$ cat src/rtl/seg7_pkg.sv
// Shared constants and the nibble-to-segment decode for the seven-segment scanner.
// Contents: SEG_BLANK (all segments off), SEG_TABLE (hex glyphs, active-low {g..a}),
//           hex2seg() lookup used by seg7_hexdec.
package seg7_pkg;

    // All segments off; a blanked leading-zero digit drives this.
    localparam logic [6:0] SEG_BLANK = 7'h7F;

    // Active-low {g,f,e,d,c,b,a} glyphs. Index 15 ('F') is listed first
    // because a packed concatenation fills from the MSB down.
    localparam logic [15:0][6:0] SEG_TABLE = {
        7'h0E, 7'h06, 7'h21, 7'h46,   // F E d C
        7'h03, 7'h08, 7'h10, 7'h00,   // b A 9 8
        7'h78, 7'h02, 7'h12, 7'h19,   // 7 6 5 4
        7'h30, 7'h24, 7'h79, 7'h40    // 3 2 1 0
    };

    function automatic logic [6:0] hex2seg(input logic [3:0] nib);
        return SEG_TABLE[nib];
    endfunction

endpackage

$ cat src/rtl/seg7_scan_if.sv
// Display bundle between the CPU-side producer and the seven-segment scanner.
// master: drives value/blank_lz/dp_in, observes the panel outputs.
// slave:  the scanner; consumes the display word and drives an/seg/dp/frame_tick.
interface seg7_scan_if #(
    parameter int NUM_DIGITS = 8
);
    logic [4*NUM_DIGITS-1:0] value;
    logic                    blank_lz;
    logic [NUM_DIGITS-1:0]   dp_in;
    logic [NUM_DIGITS-1:0]   an;
    logic [6:0]              seg;
    logic                    dp;
    logic                    frame_tick;

    modport master (
        output value, blank_lz, dp_in,
        input  an, seg, dp, frame_tick
    );

    modport slave (
        input  value, blank_lz, dp_in,
        output an, seg, dp, frame_tick
    );
endinterface

$ cat src/rtl/seg7_hexdec.sv
// Purpose: single hex nibble to active-low seven-segment glyph.
// Latency: purely combinational, zero cycles.
// Backpressure: none; output follows input continuously.
// Ports: nib_i (4b hex digit) -> seg_o (7b active-low {g..a}).
module seg7_hexdec
    import seg7_pkg::*;
(
    input  logic [3:0] nib_i,
    output logic [6:0] seg_o
);

    assign seg_o = hex2seg(nib_i);

endmodule

$ cat src/rtl/seg7_scan.sv
// Purpose: time-multiplexed 8-digit hex display driver with per-frame snapshot of the display word.
// Latency: an/seg/dp registered, updated on the same edge the digit index advances; new word visible at digit 0 of the next frame.
// Backpressure: none; free-running, never stalls the producer.
// Ports: clk, rst_n (async active-low), bus (slave: value/blank_lz/dp_in in, an/seg/dp/frame_tick out).
module seg7_scan
    import seg7_pkg::*;
#(
    parameter int SCAN_DIV   = 100000,
    parameter int NUM_DIGITS = 8
)(
    input  logic        clk,
    input  logic        rst_n,
    seg7_scan_if.slave  bus
);

    // A 1-bit prescaler is kept for SCAN_DIV==1 so the counter never collapses to zero width.
    localparam int                PW       = (SCAN_DIV > 1) ? $clog2(SCAN_DIV) : 1;
    localparam logic [PW-1:0]     PRE_MAX  = PW'(SCAN_DIV - 1);
    localparam int                IW       = $clog2(NUM_DIGITS);
    localparam logic [IW-1:0]     IDX_LAST = IW'(NUM_DIGITS - 1);
    localparam int                VW       = 4 * NUM_DIGITS;

    logic [PW-1:0]         pre_q, pre_d;
    logic [IW-1:0]         idx_q, idx_d;
    logic [VW-1:0]         snap_val_q, snap_val_d;
    logic [NUM_DIGITS-1:0] snap_dp_q, snap_dp_d;
    logic [NUM_DIGITS-1:0] an_q, an_d;
    logic [6:0]            seg_q, seg_d;
    logic                  dp_q, dp_d;
    logic                  ft_q, ft_d;

    logic                  tick;
    logic                  wrap;
    logic [3:0]            nib;
    logic [6:0]            hex_seg;
    logic                  upper_zero;
    logic                  lz_blank;

    seg7_hexdec u_hexdec (
        .nib_i (nib),
        .seg_o (hex_seg)
    );

    always_comb begin
        tick       = (pre_q == PRE_MAX);
        wrap       = tick && (idx_q == IDX_LAST);

        pre_d      = tick ? '0 : pre_q + 1'b1;
        idx_d      = idx_q;
        if (tick) begin
            idx_d = (idx_q == IDX_LAST) ? '0 : idx_q + 1'b1;
        end

        // Capture only at the frame boundary so a frame is never torn.
        snap_val_d = wrap ? bus.value : snap_val_q;
        snap_dp_d  = wrap ? bus.dp_in : snap_dp_q;

        // Walk from the top digit down, tracking whether every nibble at or
        // above the current position is zero; record that for the digit about
        // to be shown. Digit 0 is never eligible for blanking.
        upper_zero = 1'b1;
        lz_blank   = 1'b0;
        nib        = 4'h0;
        for (int i = NUM_DIGITS - 1; i >= 0; i--) begin
            if (snap_val_d[4*i +: 4] != 4'h0) begin
                upper_zero = 1'b0;
            end
            if (IW'(i) == idx_d) begin
                nib      = snap_val_d[4*i +: 4];
                lz_blank = (i != 0) && upper_zero;
            end
        end

        // Outputs are computed from the post-edge index and snapshot, so the
        // wrap edge already presents digit 0 of the newly captured word.
        an_d = ~(NUM_DIGITS'(1) << idx_d);
        seg_d = (bus.blank_lz && lz_blank) ? SEG_BLANK : hex_seg;
        dp_d  = ~snap_dp_d[idx_d];
        ft_d  = wrap;
    end

    always_ff @(posedge clk or negedge rst_n) begin
        if (!rst_n) begin
            pre_q      <= '0;
            idx_q      <= '0;
            snap_val_q <= '0;
            snap_dp_q  <= '0;
            an_q       <= {{(NUM_DIGITS-1){1'b1}}, 1'b0};
            seg_q      <= SEG_TABLE[0];
            dp_q       <= 1'b1;
            ft_q       <= 1'b0;
        end else begin
            pre_q      <= pre_d;
            idx_q      <= idx_d;
            snap_val_q <= snap_val_d;
            snap_dp_q  <= snap_dp_d;
            an_q       <= an_d;
            seg_q      <= seg_d;
            dp_q       <= dp_d;
            ft_q       <= ft_d;
        end
    end

    assign bus.an         = an_q;
    assign bus.seg        = seg_q;
    assign bus.dp         = dp_q;
    assign bus.frame_tick = ft_q;

endmodule
$ cat src/flat_wrapper.sv
// flat-port wrapper written by rule: the top's interface ports become plain ports
module seg7_scan_flat import seg7_pkg::*;
#(
    parameter int SCAN_DIV   = 100000,
    parameter int NUM_DIGITS = 8
)
  (clk, rst_n, bus_value, bus_blank_lz, bus_dp_in, bus_an, bus_seg, bus_dp, bus_frame_tick);
  seg7_scan_if #(.NUM_DIGITS(NUM_DIGITS)) bus_i ();
  input  logic clk;
  input  logic rst_n;
  input wire logic [$bits(bus_i.value)-1:0] bus_value;
  input wire logic [$bits(bus_i.blank_lz)-1:0] bus_blank_lz;
  input wire logic [$bits(bus_i.dp_in)-1:0] bus_dp_in;
  output wire logic [$bits(bus_i.an)-1:0] bus_an;
  output wire logic [$bits(bus_i.seg)-1:0] bus_seg;
  output wire logic [$bits(bus_i.dp)-1:0] bus_dp;
  output wire logic [$bits(bus_i.frame_tick)-1:0] bus_frame_tick;
  assign bus_i.value = bus_value;
  assign bus_i.blank_lz = bus_blank_lz;
  assign bus_i.dp_in = bus_dp_in;
  assign bus_an = bus_i.an;
  assign bus_seg = bus_i.seg;
  assign bus_dp = bus_i.dp;
  assign bus_frame_tick = bus_i.frame_tick;
  seg7_scan #(.SCAN_DIV(SCAN_DIV), .NUM_DIGITS(NUM_DIGITS)) u_core (.clk(clk), .rst_n(rst_n), .bus(bus_i));
endmodule
$ cat config.mk
export PLATFORM = sky130hd
export DESIGN_NAME = seg7_scan_flat
export DESIGN_NICKNAME = d
export VERILOG_FILES = /design/src/rtl/seg7_pkg.sv /design/src/rtl/seg7_scan_if.sv /design/src/rtl/seg7_hexdec.sv /design/src/rtl/seg7_scan.sv /design/src/flat_wrapper.sv
export SDC_FILE = /design/constraint.sdc
export NUM_CORES = 1
export LEC_CHECK = 0
export ABC_CLOCK_PERIOD_IN_PS = 7650
export CAP_MARGIN = 20
export CORE_AREA = 2 2 99 101
export CTS_BUF_LIST = sky130_fd_sc_hd__clkbuf_8
export DETAILED_ROUTE_END_ITERATION = 10
export DIE_AREA = 0 0 101 103
export GPL_ROUTABILITY_DRIVEN = 0
export PLACE_DENSITY = 0.67
export SYNTH_ARGS = -nofsm -noshare
export SYNTH_HDL_FRONTEND = slang
export SYNTH_SLANG_ARGS = --single-unit
$ cat constraint.sdc
create_clock -name clk -period 7.65 [get_ports clk]
set_input_delay 0.765 -clock clk [delete_from_list [all_inputs] [get_ports clk]]
set_output_delay 0.765 -clock clk [all_outputs]
set_load 0.005 [all_outputs]
# After elaboration in Yosys (flattened, before gate mapping)
# Memory sizes are Yosys's and may differ from the RTL's.
# Index checks and enable logic that the tools add are counted.
# op_classes
mux	32
n_bitwise	2
shifts	1
n_eq_ne	9
reduce_logical	10
n_addsub	2
order_cmp	2
# op_table
op	n
$mux 32	1
$mux 4	8
$reduce_bool 4->1	7
$add 17x1->17 const B	1
$eq 17x17->1 const B	1
$mux 17	1
$mux 1	16
$mux 7	2
$eq 3x3->1 const A	4
$mux 8	1
$not 8->8	1
$shl 1x3->8 const A	1
$eq 2x3->1 const A	2
$mux 3	2
$lt 4x5->1 const B	1
$lt 3x4->1 const B	1
$add 3x1->3 const B	1
$bmux 1 s3	1
$eq 1x3->1 const A	1
$eq 3x3->1 const B	1
$logic_not 3->1	1
$logic_and 1x1->1	2
$not 1->1	1
# totals
inputBits	43
output_inout_bits	17
n_memories	1
reg_bits	77
elab_cells	67
mem_bits_ro	112
# memory_table
memory	depth	word_bits	rd	rd_clocked_by_memory_dff	write_ports	line	rtl
(name not given)	16	7	1	0	0	seg7_pkg.sv:19	return SEG_TABLE[nib];

# Depth between registers and ports, before layout
# logic_depth
word_depth	15
ltp_mapped	15

# Cells and area by module
# Synthesis repeated with hierarchy kept, for this count alone.
# hier_totals
hier_cells	413
hier_area_um2	4174.0
# by_module_without_submodules
mod	area_per_inst_um2	cells_per_inst	n_inst
seg7_scan	3898.7	381	1
seg7_hexdec	275.3	32	1

# Worst setup path before layout
# No wires, ideal clock.
# synth_timing
path_type	reg-to-reg
startpoint	register u_core.pre_q[11]
endpoint	register u_core.seg_q[1] (netlist: u_core.bus.seg[1])
t_arrival_ns	3.738
setup_slack_ns	3.766
t_required_ns	7.504
stages_incl_launch_ff	14
path_buffers	2
path_cell_list	dfrtp_1 or4_4 or4_1 buf_2 buf_2 o21ai_1 a22oi_1 or4_1 o2111a_1 a221oi_2 ha_1 a211oi_1 a211o_1 o211ai_1
# synth_between
elab_chain_len	15
# synth_rtl
element	line	rtl
start: declaration	seg7_scan.sv:23	logic [PW-1:0] pre_q, pre_d;
start signal: assignment	seg7_scan.sv:93	pre_q <= pre_d;
$eq 17x17->1 (*)	seg7_scan.sv:45	tick = (pre_q == PRE_MAX);
parallel branches: the longest is 13 deep, another holds $mem_v2 16x7	-	
$mux 7 (*)	seg7_scan.sv:77	seg_d = (bus.blank_lz && lz_blank) ? SEG_BLANK : hex_seg;
via u_core.seg_d[1]	seg7_scan.sv:28	logic [6:0] seg_q, seg_d;
end signal: assignment	seg7_scan.sv:89	seg_q <= SEG_TABLE[0];
end signal: assignment	seg7_scan.sv:98	seg_q <= seg_d;
end: declaration	seg7_scan.sv:28	
# Mark *: on every way through the listed nets, which the timed path passes. The select of a mux whose other input is x is not followed.

# Worst setup path after layout
# layout_timing
startpoint	register u_core.idx_q[0]
endpoint	register u_core.seg_q[1] (netlist: u_core.bus.seg[1])
# layout_between
elab_chain_len	15
# layout_rtl
element	line	rtl
start: declaration	seg7_scan.sv:24	logic [IW-1:0] idx_q, idx_d;
start signal: assignment	seg7_scan.sv:94	idx_q <= idx_d;
$add 3x1->3 / $eq 3x3->1 (equally long branches)	seg7_scan.sv:51, seg7_scan.sv:46	
$mux 3 / $logic_and 1x1->1 (equally long branches)	seg7_scan.sv:51, seg7_scan.sv:46	
$mux 3 / $mux 32 (equally long branches)	seg7_scan.sv:50, seg7_scan.sv:55	
$eq 3x3->1 / $reduce_bool 4->1 (equally long branches)	seg7_scan.sv:68, seg7_scan.sv:65	
$mux 4 / $mux 1 (equally long branches)	seg7_scan.sv:68, seg7_scan.sv:65	
$mux 4, or another cell as far along (6 in series)	seg7_scan.sv:68	if (IW'(i) == idx_d) begin
$mux 4 / $mux 1 (equally long branches)	seg7_scan.sv:68	
$mem_v2 16x7 / $mux 1 (equally long branches)	-	
$mux 7 (not written as such) / $logic_and 1x1->1 (equally long branches)	seg7_pkg.sv:19, seg7_scan.sv:77	
$mux 7 (*)	seg7_scan.sv:77	
via u_core.seg_d[1]	seg7_scan.sv:28	
# The timed path passes the listed nets; every way through them passes the cells marked *. The select of a mux whose other input is x is not followed.

==> impl_metrics.env <==
export IMPL_syn_nets=478
export IMPL_synth_area_sq_um=4096
export IMPL_hold_viol_final=0
export IMPL_drc_errors=0
export IMPL_peakVddDrop_mv=0.09568
export IMPL_grt_usage_pct=20.07
export IMPL_pwr_density_cell_nw_per_um2=161.8
export IMPL_io_pins=60
export IMPL_startpoint_type="flop"
export IMPL_endpoint_kind="flop"
export IMPL_status="finished, final reports clean"
export IMPL_clk_path_buf_depth=2
export IMPL_synth_top_family_by_area="simple AND/OR/NAND/NOR gates"
export IMPL_post_route_period_util_pct=61.47
export IMPL_routed_wirelength_um=9684
export IMPL_clkSinkCount=77
export IMPL_synthCells=426
export IMPL_cts_tree="done"
export IMPL_synth_edf_count=0
export IMPL_drive_above_1_share_pct=10.00
export IMPL_syn2layout_area_growth_pct=21.50
export IMPL_grt_antenna_before_repair=0
export IMPL_synth_compound_area_share_pct=13.68
export IMPL_fmax_mhz=212.6
export IMPL_ys_flop_type="dfrtp_1"
export IMPL_ys_warn_count=0
export IMPL_worst_pin_slew_ps=999.1
export IMPL_post_cts_resized=0
export IMPL_grt_pass1_vias=3261
export IMPL_hpwl_um=6853
export IMPL_yosys_area_share_xor_xnor_pct=3.421
export IMPL_fin_area_sq_um=4977
export IMPL_ys_async_sr_fraction_pct=100.0
export IMPL_rsz0062_at_grt="false"
export IMPL_critPathKind="flop to flop"
export IMPL_die_area_sq_um=10400
export IMPL_fin_crit_ps=4703
export IMPL_first_iter_violations=252
export IMPL_seq_area_frac_synth_pct=47.31
export IMPL_die_x_um=101
export IMPL_diodes=0
export IMPL_post_route_util_pct=52.62
export IMPL_slew_headroom_pct=33.39
export IMPL_cts_setup_buffers=0
export IMPL_critical_path_peak_fanout=25
export IMPL_io_buffers=59
export IMPL_max_cap_violations=0
export IMPL_finalSetupViolations=0
export IMPL_initial_core_util_pct=43.31
export IMPL_drtAntennaViolNets=0
export IMPL_drt_pass1_iterations=4
export IMPL_cts_buffers=9
export IMPL_critPathRequiredTime_ps=7870
export IMPL_muxShareOfSynthArea_pct=6.720
export IMPL_cts_max_level=3
export IMPL_worstPathArrival_ps=4920
export IMPL_ys_ff_latch=77
export IMPL_grt_start_max_net_pins=78
export IMPL_synth_simple_area_share_pct=22.24
export IMPL_ctsHoldBuffers=0
export IMPL_fin_nets=527
export IMPL_clock_skew_ps=10.12
export IMPL_power_leakage_nw=2.095
export IMPL_cts_root_buffer="clkbuf_8"
export IMPL_num_vias=3292
export IMPL_clk_latency_ps=360
export IMPL_slew_viol_final=0
export IMPL_synth_adder_area_share_pct=2.749
export IMPL_grt_pass1_wl_um=16210
export IMPL_setup_tns_final_ps=0
export IMPL_rows=36
export IMPL_syn_avg_cell_area_sq_um=9.616
export IMPL_core_area_sq_um=9459
export IMPL_cts_reportedPaths_clkPinSlew_ps=80
export IMPL_placed_area_sq_um=4752
export IMPL_synth_cell_types=68
export IMPL_min_path_type="flop to flop"
export IMPL_grt_overflow_total=0
export IMPL_die_height_um=103
export IMPL_vias_per_cell=5.542
export IMPL_wl_per_cell_um=16.30
## worst max-delay path, stage by stage (launching register included)
cell      delay [ps]
dfrtp_1          660
ha_1             240
ha_1             730
inv_1            520
o21ai_0          350
a21oi_1          100
or4_1            510
o2111a_1         180
a221oi_2         420
ha_1             330
a211oi_1         280
a211o_1          150
o211ai_1          90
## report_power, final
part,internal [mW],switching [mW]
Clock,0.192,0.155
Sequential,0.411,0.00180
Combinational,0.0261,0.0194
## final cells by class
type | count | area, sq um
flip-flops and latches | 77 | 1938
clock buffers | 10 | 137.6
clock inverters | 6 | 87.58
repair buffers | 60 | 595.6
inverters | 18 | 67.56
fillers | 865 | 4482
well taps | 114 | 142.6
multi-input cells | 309 | 2008
## placed cells by master (no fill, tap or decap), drive strengths merged, types with 10 or more instances in the layout
cell,instances
a21oi,10
o21ai,28
nand3,23
clkdlybuf4s50,58
mux2i,17
nand2,82
nor2,19
nor4,10
dfrtp,68
inv,19
clkbuf,10
## state kept, by name, indices dropped and copies added (netlist names)
register,cells
u_core.snap_val_q,32
u_core.pre_q,17
u_core.bus.an,8
u_core.snap_dp_q,8
u_core.bus.seg,7
u_core.idx_q,3
u_core.bus.dp,1
u_core.bus.frame_tick,1
## synthesized netlist by cell type, drive strengths merged, types with 4 or more instances
cell type / instances / area share, %
nand4: 6 / 0.92
inv: 18 / 1.6
nor2: 19 / 2.1
dfstp: 9 / 5.8
o211ai: 4 / 0.73
clkbuf: 12 / 1.1
dfrtp: 68 / 42
and3: 5 / 0.76
or4: 7 / 1.4
nand2: 82 / 7.7
xnor2: 8 / 1.7
mux2: 9 / 2.6
and2: 5 / 0.76
a21oi: 10 / 1.2
buf: 10 / 1.1
xor2: 8 / 1.7
nand4b: 4 / 0.86
a211oi: 4 / 0.73
mux2i: 17 / 4.2
nand3: 23 / 2.8
nor4: 10 / 1.8
o21ai: 28 / 3.4
ha: 9 / 2.7
## final timing paths
| path | cells past startpoint | start | end | slack (ps) |
|---|---|---|---|---|
| setup / recovery | 12 | u_core.idx_q[0]$_DFF_PN0_ | u_core.bus.seg[1]$_DFF_PN0_ | 2950 |
| setup reg to reg | 12 | u_core.idx_q[0]$_DFF_PN0_ | u_core.bus.seg[1]$_DFF_PN0_ | 2950 |
| hold reg to reg | 2 | u_core.snap_dp_q[7]$_DFF_PN0_ | u_core.snap_dp_q[7]$_DFF_PN0_ | 470 |
| hold / removal | 2 | u_core.snap_dp_q[7]$_DFF_PN0_ | u_core.snap_dp_q[7]$_DFF_PN0_ | 470 |
| max in group asynchronous | 1 | rst_n | u_core.snap_val_q[23]$_DFF_PN0_ | 6460 |
| min in group asynchronous | 1 | rst_n | u_core.pre_q[10]$_DFF_PN0_ | 530 |
## metrics by stage
stage               power, mW  hold WS [ps]  instances  setup slack [ps]
finish                 0.8053         465.4        594              2947
CTS                    0.8154         469.3        594              2985
global placement       0.4662         445.4        578              3162
detailed placement     0.4669         450.8        578              3029
global route           0.8335         488.4        594              2545
floorplan              0.4291         429.4        426              3766
## metal layers
layer / GRT usage, % / up-vias / part of all wire (%)
met1: 27.82 / 1567 / 47
met5: 0 / - / 0
li1: - / 1618 / -
met4: 8.316 / 0 / 2.4
met3: 4.203 / 14 / 5.4
met2: 30.82 / 93 / 45
## cell families (layout without fill, tap and decap cells)
family          count (synthesis)  after routing
compound gates                 80             80
simple gates                  178            178
xor+xnor                       16             16
mux                            26             26
fa+ha+maj                       9              9
buf+inv                        40             94
flops                          77             77
(Power assumes the default switching activity.)
